`src/rtl/div_seq_ctrl.sv`:
```
// Sequencer between execute-stage issue and the shared iterative divider.
// Latches one divide op, owns the ALU adder while busy, returns the tagged result.
module div_seq_ctrl #(
  parameter int TAG_W   = 5,
  parameter int TIMEOUT = 48,
  parameter int CNT_W   = 6
) (
  input  logic             clk,
  input  logic             rst,
  input  logic             req_valid_i,
  output logic             req_ready_o,
  input  logic [2:0]       req_funct3_i,
  input  logic [31:0]      req_a_i,
  input  logic [31:0]      req_b_i,
  input  logic [TAG_W-1:0] req_tag_i,
  input  logic             flush_i,
  output logic             div_en_o,
  output logic [2:0]       div_funct3_o,
  output logic [31:0]      div_a_o,
  output logic [31:0]      div_b_o,
  input  logic             div_finish_i,
  input  logic [31:0]      div_result_i,
  output logic             alu_grant_div_o,
  output logic             busy_o,
  output logic             resp_valid_o,
  input  logic             resp_ready_i,
  output logic [31:0]      resp_data_o,
  output logic [TAG_W-1:0] resp_tag_o,
  output logic             timeout_err_o
);

  typedef enum logic [1:0] {
    IDLE,
    BUSY,
    DONE
  } state_t;

  state_t             state_q, state_d;
  logic [CNT_W-1:0]   cnt_q, cnt_d;
  logic [2:0]         f3_q, f3_d;
  logic [31:0]        a_q, a_d;
  logic [31:0]        b_q, b_d;
  logic [TAG_W-1:0]   tag_q, tag_d;
  logic [31:0]        data_q, data_d;

  // Next state, operand latching, result capture and watchdog
  always_comb begin
    state_d       = state_q;
    cnt_d         = cnt_q;
    f3_d          = f3_q;
    a_d           = a_q;
    b_d           = b_q;
    tag_d         = tag_q;
    data_d        = data_q;
    req_ready_o   = 1'b0;
    div_en_o      = 1'b0;
    timeout_err_o = 1'b0;
    unique case (state_q)
      IDLE: begin
        req_ready_o = ~flush_i;
        if (req_valid_i && !flush_i) begin
          f3_d    = req_funct3_i;
          a_d     = req_a_i;
          b_d     = req_b_i;
          tag_d   = req_tag_i;
          cnt_d   = CNT_W'(1);
          state_d = BUSY;
        end
      end
      BUSY: begin
        div_en_o = 1'b1;
        if (cnt_q != '1) cnt_d = cnt_q + CNT_W'(1);
        if (flush_i) begin
          cnt_d   = '0;
          state_d = IDLE;
        end else if (div_finish_i) begin
          data_d  = div_result_i;
          cnt_d   = '0;
          state_d = DONE;
        end else if (cnt_q == CNT_W'(TIMEOUT)) begin
          data_d        = '0;
          timeout_err_o = 1'b1;
          cnt_d         = '0;
          state_d       = DONE;
        end
      end
      DONE: begin
        if (flush_i || resp_ready_i) state_d = IDLE;
      end
      default: state_d = IDLE;
    endcase
  end

  // State, counter and datapath registers
  always_ff @(posedge clk or negedge rst) begin
    if (!rst) begin
      state_q <= IDLE;
      cnt_q   <= '0;
      f3_q    <= '0;
      a_q     <= '0;
      b_q     <= '0;
      tag_q   <= '0;
      data_q  <= '0;
    end else begin
      state_q <= state_d;
      cnt_q   <= cnt_d;
      f3_q    <= f3_d;
      a_q     <= a_d;
      b_q     <= b_d;
      tag_q   <= tag_d;
      data_q  <= data_d;
    end
  end

  assign div_funct3_o    = f3_q;
  assign div_a_o         = a_q;
  assign div_b_o         = b_q;
  assign alu_grant_div_o = div_en_o;
  assign busy_o          = (state_q != IDLE);
  assign resp_valid_o    = (state_q == DONE);
  assign resp_data_o     = data_q;
  assign resp_tag_o      = tag_q;

endmodule
```
`config.mk`:
```
export PLATFORM = sky130hd
export DESIGN_NAME = div_seq_ctrl
export DESIGN_NICKNAME = d
export VERILOG_FILES = /design/src/rtl/div_seq_ctrl.sv
export SDC_FILE = /design/constraint.sdc
export NUM_CORES = 1
export LEC_CHECK = 0
export CORE_AREA = 5 5 111 113
export DETAILED_ROUTE_END_ITERATION = 10
export DIE_AREA = 0 0 116 118
export PLACE_DENSITY = 0.81
export SLEW_MARGIN = 20
export SYNTH_ARGS = -nofsm -noshare
export SYNTH_HDL_FRONTEND = slang
export SYNTH_SLANG_ARGS = --single-unit
```
`constraint.sdc`:
```
create_clock -name clk -period 1.9 [get_ports clk]
set_input_delay 0.285 -clock clk [delete_from_list [all_inputs] [get_ports clk]]
set_output_delay 0.285 -clock clk [all_outputs]
set_load 0.01 [all_outputs]
```
# ---- Word-level counts from Yosys, hierarchy flattened
# Index checks and enable logic that the tools add are counted.
dict set report totals {
  output_inout_bits 110
  word_cells 48
  inputBits 110
  regBits 112
}
dict set report classes {
  n_bitwise 1
  n_reduce_logical 11
  mux 20
  add_sub_neg 1
  n_eq_ne 8
}
# operator count
set op_table {}
lappend op_table {{$mux W32} 2}
lappend op_table {{$mux W6} 5}
lappend op_table {{$pmux W6 S2} 1}
lappend op_table {{$mux W2} 5}
lappend op_table {{$reduce_and A3 Y1} 3}
lappend op_table {{$add A6 B1 Y6 const B} 1}
lappend op_table {{$eq A6 B6 Y1 const B} 1}
lappend op_table {{$mux W1} 6}
lappend op_table {{$ne A6 B6 Y1 const B} 1}
lappend op_table {{$pmux W2 S3} 1}
lappend op_table {{$reduce_bool A2 Y1} 3}
lappend op_table {{$ne A5 B5 Y1 const B} 1}
lappend op_table {{$ne A4 B4 Y1 const B} 1}
lappend op_table {{$eq A2 B1 Y1 const B} 1}
lappend op_table {{$eq A2 B2 Y1 const B} 1}
lappend op_table {{$logic_not A2 Y1} 1}
lappend op_table {{$ne A2 B1 Y1 const B} 1}
lappend op_table {{$ne A2 B2 Y1 const B} 1}
lappend op_table {{$reduce_and A2 Y1} 1}
lappend op_table {{$logic_and A1 B1 Y1} 1}
lappend op_table {{$logic_not A1 Y1} 1}
lappend op_table {{$logic_or A1 B1 Y1} 1}
lappend op_table {{$not A1 Y1} 1}

# ---- Logic depth before layout (Yosys ltp)
# Gate-level depths: netlist (run 1).
dict set report depth {
  depth_word 6
  mapped_depth 6
  depth_no_buf 5
}

# ---- Worst setup path before layout (run 1)
# Ideal clock, no wire load.
dict set report synth_path {
  path_type {reg2reg}
  from {reg state_q[1]}
  to {reg a_q[10], in the netlist div_a_o[10]}
  path_slack_ns 0.223
  t_arrival_ns 1.553
  required_ns 1.775
  setup_ns 0.125
  stages_incl_launch_ff 6
  synth_period_minus_slack_ns 1.677
  path_cell_list {dfrtp_1 > or2_2 > nor2b_1 > buf_2 > buf_2 > mux2_2}
}
dict set report synth_via {
  elab_chain_cells 2
}
# item line
set synth_lines {}
lappend synth_lines {{start: declaration} 38} ;# state_t state_q, state_d;
lappend synth_lines {{start signal: assignment} 105} ;# state_q <= state_d;
lappend synth_lines {{$logic_not A2 Y1} 58} ;# unique case (state_q)
lappend synth_lines {{$reduce_and A2 Y1 (no source line)} --}
lappend synth_lines {{end signal: assignment} 100} ;# a_q <= '0;
lappend synth_lines {{end signal: assignment} 108} ;# a_q <= a_d;
lappend synth_lines {{end: declaration} 41} ;# logic [31:0] a_q, a_d;
# No other way between the ends.
# A chain may end at the register's enable or synchronous reset.

# ---- Final worst setup path (run 1)
dict set report layout_path {
  from {reg state_q[0]}
  to {out req_ready_o}
}
dict set report layout_via {
  elab_chain_cells 2
}
# item line
set layout_lines {}
lappend layout_lines {{$logic_not A2 Y1} 58}
lappend layout_lines {{$mux W1} 58}
lappend layout_lines {{end: declaration} 11} ;# output logic req_ready_o,
# No other way between the ends.

==> reports/metrics.yaml, run 1 <==
outcome:
  status: "completed"
worst_setup_path:
  timing.rr.start: "cnt_q[1]"
  r2r_end: "resp_data_o[25]"
  crit_chain: "or2_2, nor2_1, dlygate4sd2_1"
  worst_setup_path_start_kind: "flop"
  path_max_fanout: 5
  arrival_ns: 1.52
  cpMaxStageDelayCell: "dfrtp_2"
  path_class: "flop to primary output"
  cp.required_ns: 1.62
  r2r_setup_slack_ns: 0.13
  max_stage_delay_ns: 0.45
  end_kind: "primary output"
  worst_r2r_path_depth: 6
timing:
  max-slew-margin-rel_pct: 60.8
  final_max_slew_viol_count: 0
  timing.setup.tns_ns: 0
  hold_violations: 0
  worst_slack_ns: 0.0909
  rsz0062_at_grt: "false"
  period_minus_slack_ns: 1.81
  whs_ns: 0.0256
  finalCritPeriodShare_pct: 95.2
  worst_pin_slew_ns: 0.587
  setup_violations: 0
  clock_skew_ns: 0.00861
  max_freq_ghz: 0.553
die:
  die_area_um2: 13700
  ios: 220
  dieWidth_um: 116
  dieHeight_um: 118
  initial_core_util_pct: 38.8
  coreArea_um2: 11200
  rows: 39
clocking:
  cts_num_sinks: 112
  cts_hold_buf: 0
  clockBufferDepth: 2
  cts_setup_buffers: 0
  clk_latency_ns: 0.33
  clkTransAtPathRegs_ns: 0.07
  h-tree-depth: 3
  root_buffer: "clkbuf_16"
  tritoncts: "built"
  numCtsBuffers: 9
synth:
  yosysSeqAreaShare_pct: 64.4
  netlist_area_um2: 4350
  synth_seq_cells: 112
  synth.avg_cell_area_um2: 15.3
  async_flop_share_pct: 100
  syn_nets: 397
  synthCells: 285
  synth_edf_count: 0
  synth_cell_types: 32
  synth_ff_type: "dfrtp_1"
  yosysWarnings: 0
cells_and_area:
  layout-drive-gt1-share_pct: 21.9
  final_area_um2: 7160
  fin_util_pct: 63.8
  nets: 634
  final-instance-count-excl-fill: 668
  syn2layout_area_growth_pct: 64.7
  fillers: 855
  antennaDiodeCount: 0
placed_design:
  dp_hpwl_mm: 8.92
  gp_congestion: 0.784
  dp.cells: 654
  port_buffers: 219
  placed_cell_area_um2: 6870
  dpl_worst_slack_ns: -0.320
drt:
  drt-total-wl_mm: 11.7
  drc_errors: 0
  ant_nets: 0
  dr.pass1.iters: 6
  wl_per_cell_um: 17.5
  num_vias: 3214
  viasPerCell: 4.81
  drt_iter0_drc: 127
global_routing:
  grt_pass1_wl_mm: 18.4
  grt_pass1_vias: 3568
  grt_usage_pct: 16.8
  grt_max_degree: 113
  antenna_found_initial: 0
  grt-ovfl-total: 0
power:
  vdd_drop_max_v: 0.000524
  p_leak_nw: 3.05
  powerDensity_nw_per_um2: 1080
  power_mw: 7.76
flow_run:
  cap_violations: 0
hold_path:
  hp-class: "input port to async pin"
==> state kept, by name, summed over array words and instances, names as in the netlist <==
name / flops
state_q: 2
div_funct3_o: 3
cnt_q: 6
div_b_o: 32
resp_tag_o: 5
resp_data_o: 32
div_a_o: 32
==> worst max-delay path: cells and delay by family (launching register included) <==
kind | cells | cell delay, ns
buf+inv | 1 | 0.29
flops | 1 | 0.45
simple gates | 2 | 0.45
==> kinds of logic after synthesis <==
logic type,share of synthesized area [%]
DFF,64.4
AOI/OAI and AO/OA,8.83
and+or+nand+nor,4.17
buffers and inverters,2.90
adders and majority gates,0.575
muxes,19.1
==> where the power goes <==
part	switching (mW)	total [mW]	internal, mW
logic	0.924	2.65	1.72
clock network	0.792	1.80	1.01
registers	0.324	3.31	2.98
==> cell usage after synthesis, drive strengths merged, types with 3 or more instances <==
master | number | area (µm²)
nor3 | 5 | 25.0
nor2b | 4 | 25.0
buf | 16 | 104
a21oi | 4 | 20.0
a211o | 3 | 26.3
mux2 | 72 | 811
dfrtp | 112 | 2800
inv | 5 | 18.8
nand2 | 4 | 15.0
a22o | 32 | 280
nor2 | 5 | 26.3
or2 | 3 | 18.8
==> worst max-delay path by stage <==
stage / from / endpoint / slack [ns] / cells after the start
detailed placement: div_finish_i / timeout_err_o / -0.32 / 4
global route: state_q[1] / timeout_err_o / 0.01 / 3
floorplan: state_q[1] / div_a_o[10] / 0.22 / 5
finish: state_q[0] / req_ready_o / 0.09 / 3
global placement: div_finish_i / timeout_err_o / -0.29 / 4
CTS: state_q[1] / timeout_err_o / -0.05 / 3
==> layout by cell type, fill, tap and decap left out, drive strengths merged, types with 2 or more instances in the layout <==
master and n:
mux2 72, dlygate4sd2 2, nor2 5, mux2i 2, inv 5, nand2 4, clkinvlp 2, a211o 3
nor2b 4, ha 2, nand3 2, dlymetal6s2s 2, nor3 5, clkbuf 11, dfrtp 112, or2 3
clkdlybuf4s50 213, buf 26, and3 2, a22o 32, a21oi 4
==> layout make-up <==
class                   instances  area (µm²)  share of cell area (%)
flip-flops and latches        112        2800                    39.1
repair buffers                243        2440                    34.1
multi-input cells             151        1440                    20.1
clock buffers                  11         233                    3.25
well taps                     143         179                    2.50
clock inverters                 3        45.0                   0.629
inverters                       5        18.8                   0.262
==> timing repair <==
action / CTS / global route
endpoints found under the setup margin: 5 / 4
pin swaps: 0 / 0
gates resized for setup: 6 / 6
==> routing by layer <==
layer	vias up	track usage, %	wire (µm)
li1	1496	-	-
met1	1566	20.9	4630
met2	140	28.8	5950
met3	12	4.88	945
met4	0	3.77	155
met5	-	0	0
(Power assumes the default switching activity.)
==> run 2, diff against run 1 <==
Settings changed: CORE_AREA 5 5 111 113 to 2 2 108 110, CTS_CLUSTER_SIZE from default to 16, DIE_AREA 0 0 116 118 to 0 0 110 112, GPL_TIMING_DRIVEN from default to 0.
==> reports/metrics.yaml, run 2 (same netlist as run 1, synthesis figures left out) <==
outcome:
  status: "completed"
placed_design:
  dpl_worst_slack_ns: -0.546  # -0.227 ns
  placed_cell_area_um2: 6750  # -1.8%
  port_buffers: 219  # unchanged
  gp_congestion: 0.785  # about the same
  dp_hpwl_mm: 8.64  # -3.2%
worst_setup_path:
  worst_r2r_path_depth: 6  # unchanged
  end_kind: "primary output"
  cp.required_ns: 1.62  # about the same
  arrival_ns: 1.57  # +0.05 ns
  worst_setup_path_start_kind: "flop"
  path_max_fanout: 5  # unchanged
  path_class: "flop to primary output"
timing:
  finalCritPeriodShare_pct: 97.8  # +2.6 points
  clock_skew_ns: 0.00687  # -0.00175 ns
  worst_slack_ns: 0.0422  # -0.0487 ns
  max-slew-margin-rel_pct: 64.9  # +4.0 points
  period_minus_slack_ns: 1.86  # +0.0487 ns
  final_max_slew_viol_count: 0  # unchanged
  rsz0062_at_grt: "true"
  setup_violations: 0  # unchanged
  timing.setup.tns_ns: 0  # unchanged
  hold_violations: 0  # unchanged
  worst_pin_slew_ns: 0.527  # -0.0606 ns
  max_freq_ghz: 0.538  # -2.6%
drt:
  drt_iter0_drc: 118  # -7.1%
  num_vias: 3283  # +2.1%
  viasPerCell: 4.94  # +2.6%
  dr.pass1.iters: 4  # -2
  ant_nets: 0  # unchanged
  wl_per_cell_um: 17.0  # -2.7%
  drt-total-wl_mm: 11.3  # -3.2%
  drc_errors: 0  # unchanged
clocking:
  tritoncts: "built"
  clockBufferDepth: 2  # unchanged
  clk_latency_ns: 0.34  # about the same
  clkTransAtPathRegs_ns: 0.07  # about the same
  h-tree-depth: 3  # unchanged
  root_buffer: "clkbuf_16"
  cts_num_sinks: 112  # unchanged
  numCtsBuffers: 9  # unchanged
power:
  p_leak_nw: 3.03  # -0.73%
  powerDensity_nw_per_um2: 1090  # +0.57%
  power_mw: 7.72  # -0.48%
  vdd_drop_max_v: 0.000494  # -5.6%
cells_and_area:
  final_area_um2: 7090  # -1.0%
  syn2layout_area_growth_pct: 63.0
  nets: 629  # -0.79%
  fin_util_pct: 63.4  # -0.39 points
  multi_input_area_um2: 1440  # about the same
  fillers: 855  # unchanged
  antennaDiodeCount: 0  # unchanged
  layout-drive-gt1-share_pct: 21.5  # -0.45 points
  final_common_cell: "clkdlybuf4s50_1"
  final_cell_mix: "clkdlybuf4s50_1, dfrtp_1, mux2_2"
  final-seq-area_um2: 2800  # unchanged
die:
  dieWidth_um: 110  # -5.2%
  initial_core_util_pct: 38.9  # +0.17 points
  die_area_um2: 12300  # -10%
  ios: 220  # unchanged
  dieHeight_um: 112  # -5.1%
  coreArea_um2: 11200  # -0.43%
  rows: 39  # unchanged
hold_path:
  hp-class: "input port to async pin"
global_routing:
  grt_pass1_wl_mm: 17.4  # -5.6%
  grt_max_degree: 58  # -49%
  antenna_found_initial: 0  # unchanged
  grt_pass1_vias: 3326  # -6.8%
  grt-ovfl-total: 0  # unchanged
  grt_usage_pct: 18.3  # +1.4 points
flow_run:
  cap_violations: 0  # unchanged
-- run 2: changes by cell type in the layout (fill, tap and decap cells not counted), sizes merged --
cell and delta:
bufinv -1, clkinvlp -2, clkdlybuf4s50 -2, buf -8, clkinv +4, clkbuf +2
dlygate4sd3 +1, inv +1, dlygate4sd2 +2
-- run 2: area by class of cell --
type / count / share of cell area [%]
clock inverters: 5 / 0.565
clock buffers: 11 / 3.57
flip-flops and latches: 112 / 39.6
inverters: 5 / 0.265
well taps: 143 / 2.52
repair buffers: 222 / 31.5
multi-input cells: 151 / 20.3
plain buffers: 16 / 1.69
-- run 2: path summary, 6_finish.rpt --
kind	from	endpoint	slack, ns
min in group clk	div_b_o[23]	div_b_o[23]	0.48
max	state_q[1]	timeout_err_o	0.04
max reg2reg	cnt_q[0]	resp_data_o[17]	0.04
min reg2reg	div_b_o[23]	div_b_o[23]	0.48
min	rst	cnt_q[0]	0.47
max in group asynchronous	rst	div_b_o[4]	0.77
-- run 2: worst max-delay path, cell delays in order (launching register included) --
cell and delay, ns:
dfrtp_1 0.43, or4b_4 0.58, nor2_1 0.10, buf_2 0.13
-- run 2: metrics by stage --
step / std cells / hold slack [ns]
6_report: 665 / 0.466
5_1_grt: 665 / 0.499
4_1_cts: 665 / 0.449
3_5_place_dp: 648 / 0.280
3_3_place_gp: 647 / 0.468
2_1_floorplan: 285 / -0.0106
-- run 2: power breakdown --
group          internal [mW]  switching, mW
Combinational           1.69          0.911
Clock                  0.971          0.828
Sequential              2.98          0.333
-- run 2: timing repair --
action                                 in CTS  in global routing
endpoints found under the hold margin      55                  0
resized for setup                          21                  5
gates cloned                                0                  0
pin swaps                                   0                  1
setup endpoints to repair                  14                 72
setup buffers                               0                  1
hold buffers                                1                  0
-- run 2: per-layer routing --
metal	up-vias	track usage, %	part of all wire (%)
met5	-	0	0
met4	0	5.82	1.6
met3	17	3.86	7.5
met2	137	32.5	52
met1	1635	21.8	39
li1	1494	-	-
==> run 3, diff against run 2 <==
Settings changed: ABC_AREA from default to 1, CAP_MARGIN from default to 15, CORE_AREA 2 2 108 110 to 2 2 111 113, DIE_AREA 0 0 110 112 to 0 0 113 115, SKIP_CTS_REPAIR_TIMING from default to 1.
==> reports/metrics.yaml, run 3 <==
clocking:
  root_buffer: "clkbuf_16"
  tritoncts: "built"
  h-tree-depth: 3  # unchanged
  cts_num_sinks: 112  # unchanged
  clk_latency_ns: 0.35  # about the same
  clkTransAtPathRegs_ns: 0.07  # about the same
  clockBufferDepth: 2  # unchanged
  numCtsBuffers: 9  # unchanged
synth:
  syn_nets: 638  # +61%
  synth_compound_area_share_pct: 0.712  # -8.1 points
  synth-adder-area-share_pct: 0.528  # -0.048 points
  synth_cell_types: 26  # -19%
  yosysWarnings: 0  # unchanged
  synth_top_family_by_area: "simple AND/OR/NAND/NOR gates"
  synth_area_leaders: "dfrtp_1, nand2_1, nand3_1, buf_6, nand2_2"
  synth.avg_cell_area_um2: 9.02  # -41%
  yosys.area_share.simple_pct: 33.4  # +29 points
  yosysMostFrequentCell: "nand2_1"
  async_flop_share_pct: 100  # unchanged
  post-synth-top-area-cell: "dfrtp_1"
  synth.top_cells.by_count: "nand2_1, dfrtp_1, nand3_1"
  synth.mux.area_fraction_pct: 0  # -19 points
  synthCells: 526  # +85%
  post-synth-top-area-fraction_pct: 59.1  # -5.3 points
  synth_xor_area_share_pct: 0.369  # +0.37 points
  yosysSeqAreaShare_pct: 59.1  # -5.3 points
  synth_ff_type: "dfrtp_1"
  synth_seq_cells: 112  # unchanged
  synth_edf_count: 0  # unchanged
  netlist_area_um2: 4740  # +9.0%
timing:
  finalCritPeriodShare_pct: 95.5  # -2.3 points
  final_max_slew_viol_count: 0  # unchanged
  whs_ns: 0.262  # -0.204 ns
  hold_violations: 0  # unchanged
  max-slew-margin-rel_pct: 68.6  # +3.7 points
  worst_slack_ns: 0.0862  # +0.0440 ns
  rsz0062_at_grt: "false"
  timing.setup.tns_ns: 0  # unchanged
  worst_pin_slew_ns: 0.471  # -0.0554 ns
  max_freq_ghz: 0.551  # +2.4%
  clock_skew_ns: 0.00912  # +0.00225 ns
  setup_violations: 0  # unchanged
  period_minus_slack_ns: 1.81  # -0.0440 ns
placed_design:
  dp.cells: 892  # +38%
  port_buffers: 218  # -0.46%
  dp_hpwl_mm: 10.0  # +16%
  dpl_worst_slack_ns: -0.360  # +0.187 ns
  gp_congestion: 0.835  # +6.4%
power:
  powerDensity_nw_per_um2: 984  # -9.6%
  vdd_drop_max_v: 0.000523  # +5.8%
  p_leak_nw: 3.66  # +21%
  power_mw: 7.36  # -4.7%
hold_path:
  hp-class: "input port to flop"
die:
  dieHeight_um: 115  # +2.7%
  ios: 220  # unchanged
  initial_core_util_pct: 40.1  # +1.2 points
  die_area_um2: 13000  # +5.5%
  rows: 40  # +2.6%
  dieWidth_um: 113  # +2.7%
  coreArea_um2: 11800  # +5.7%
worst_setup_path:
  path_max_fanout: 10  # +5
  crit_cells: 7  # +4
  cp-endpoint: "req_ready_o"
  r2r_end: "div_a_o[18]"
  critPathLaunch: "state_q[0]"
  worst_path_most_repeated_cell: "buf_6"
  max_stage_delay_ns: 0.39  # -0.19 ns
  crit_family: "buffers and inverters"
  cp.required_ns: 1.62  # about the same
  worst_setup_path_start_kind: "flop"
  crit_chain: "buf_4, inv_2, nand2_2, nor2_4, buf_6, buf_6, dlymetal6s2s_1"
  end_kind: "primary output"
  arrival_ns: 1.53  # -0.04 ns
  path_class: "flop to primary output"
  r2r_setup_slack_ns: 0.46  # +0.42 ns
  cp_num_buf_inv: 5  # +4
  worst_r2r_path_depth: 9  # +3
  cpMaxStageDelayCell: "dfrtp_1"
  timing.rr.start: "state_q[0]"
cells_and_area:
  fillers: 997  # +17%
  layout-drive-gt1-share_pct: 10.2  # -11 points
  final_common_cell: "nand2_1"
  final-seq-area_um2: 2800  # unchanged
  antennaDiodeCount: 0  # unchanged
  nets: 873  # +39%
  final-instance-count-excl-fill: 912  # +37%
  syn2layout_area_growth_pct: 57.7
  final_cell_mix: "nand2_1, clkdlybuf4s50_1, dfrtp_1"
  multi_input_area_um2: 1670  # +16%
global_routing:
  grt-ovfl-total: 0  # unchanged
  grt_pass1_vias: 4449  # +34%
  grt_pass1_wl_mm: 21.7  # +25%
  antenna_found_initial: 0  # unchanged
  grt_max_degree: 66  # +14%
  grt_usage_pct: 20.8  # +2.5 points
drt:
  dr.pass1.iters: 11  # +7
  drc_errors: 14  # +14
  wl_per_cell_um: 14.7  # -13%
  viasPerCell: 4.86  # -1.6%
  ant_nets: 0  # unchanged
  num_vias: 4431  # +35%
  drt-total-wl_mm: 13.4  # +19%
  drt_iter0_drc: 229  # +94%
outcome:
  violations: "DRC"
  status: "finished with violations"
flow_run:
  cap_violations: 0  # unchanged
## run 3: changes by cell type after synthesis, moves of 4 or more
cell and change:
nor2b_1 -4, inv_2 +5, mux2_2 -66, buf_6 +8, mux2_1 -6, nand2_2 +14, nand2_1 +217, nand3_1 +104
nor3_1 -4, a22o_1 -32, o21ai_1 +4, clkbuf_1 +6
## run 3: metrics by stage
stage / cell area (µm²) / util [%]
6_report: 7480 / 63.3
5_1_grt: 7480 / 63.3
4_1_cts: 7420 / 62.8
3_5_place_dp: 7140 / 60.4
3_3_place_gp: 7110 / 60.2
2_1_floorplan: 4740 / -
## run 3: worst min-delay path by stage
stage                      start               to  slack (ns)  cells after the start
finish              div_finish_i  resp_data_o[31]        0.26                      3
global route        div_finish_i  resp_data_o[31]        0.27                      3
CTS                          rst       div_b_o[1]       -0.13                      1
detailed placement           rst    resp_tag_o[3]        0.25                      1
global placement     div_b_o[19]      div_b_o[19]        0.45                      2
floorplan                    rst         cnt_q[0]       -0.01                      0
## run 3: cell families after synthesis
| group | count (synthesis) |
|---|---|
| and+or+nand+nor | 358 |
| DFF | 112 |
| buffers and inverters | 46 |
| AOI/OAI and AO/OA | 6 |
| xor gates and xnor gates | 2 |
| adders and majority gates | 2 |
## run 3: per-layer routing
| metal | wire (µm) | global-route usage [%] |
|---|---|---|
| met1 | 5390 | 26.1 |
| met2 | 6590 | 34.7 |
| met3 | 1100 | 5.27 |
| met4 | 356 | 8.05 |
| met5 | 0 | 0 |
## run 3: final cells by class
cell class | instances | share of cell area, %
Clock buffer | 13 | 3.61
Tap cell | 147 | 2.46
Timing Repair Buffer | 224 | 30.2
Clock inverter | 2 | 0.184
Inverter | 11 | 0.552
Multi-Input combinational cell | 368 | 22.3
Buffer | 35 | 3.16
Sequential cell | 112 | 37.5
## run 3: worst reg2reg max path, cell delays in order (launching register included)
cell	delay, ns
dfrtp_1	0.39
buf_4	0.14
inv_2	0.05
nand2_2	0.07
nor2_4	0.12
buf_6	0.12
buf_4	0.16
buf_6	0.15
nand3_1	0.08
nand2_1	0.09
## run 3: power breakdown
part / internal [mW] / total [mW] / switching [mW]
registers: 2.89 / 3.19 / 0.301
logic: 1.33 / 2.35 / 1.01
clock network: 0.992 / 1.82 / 0.830
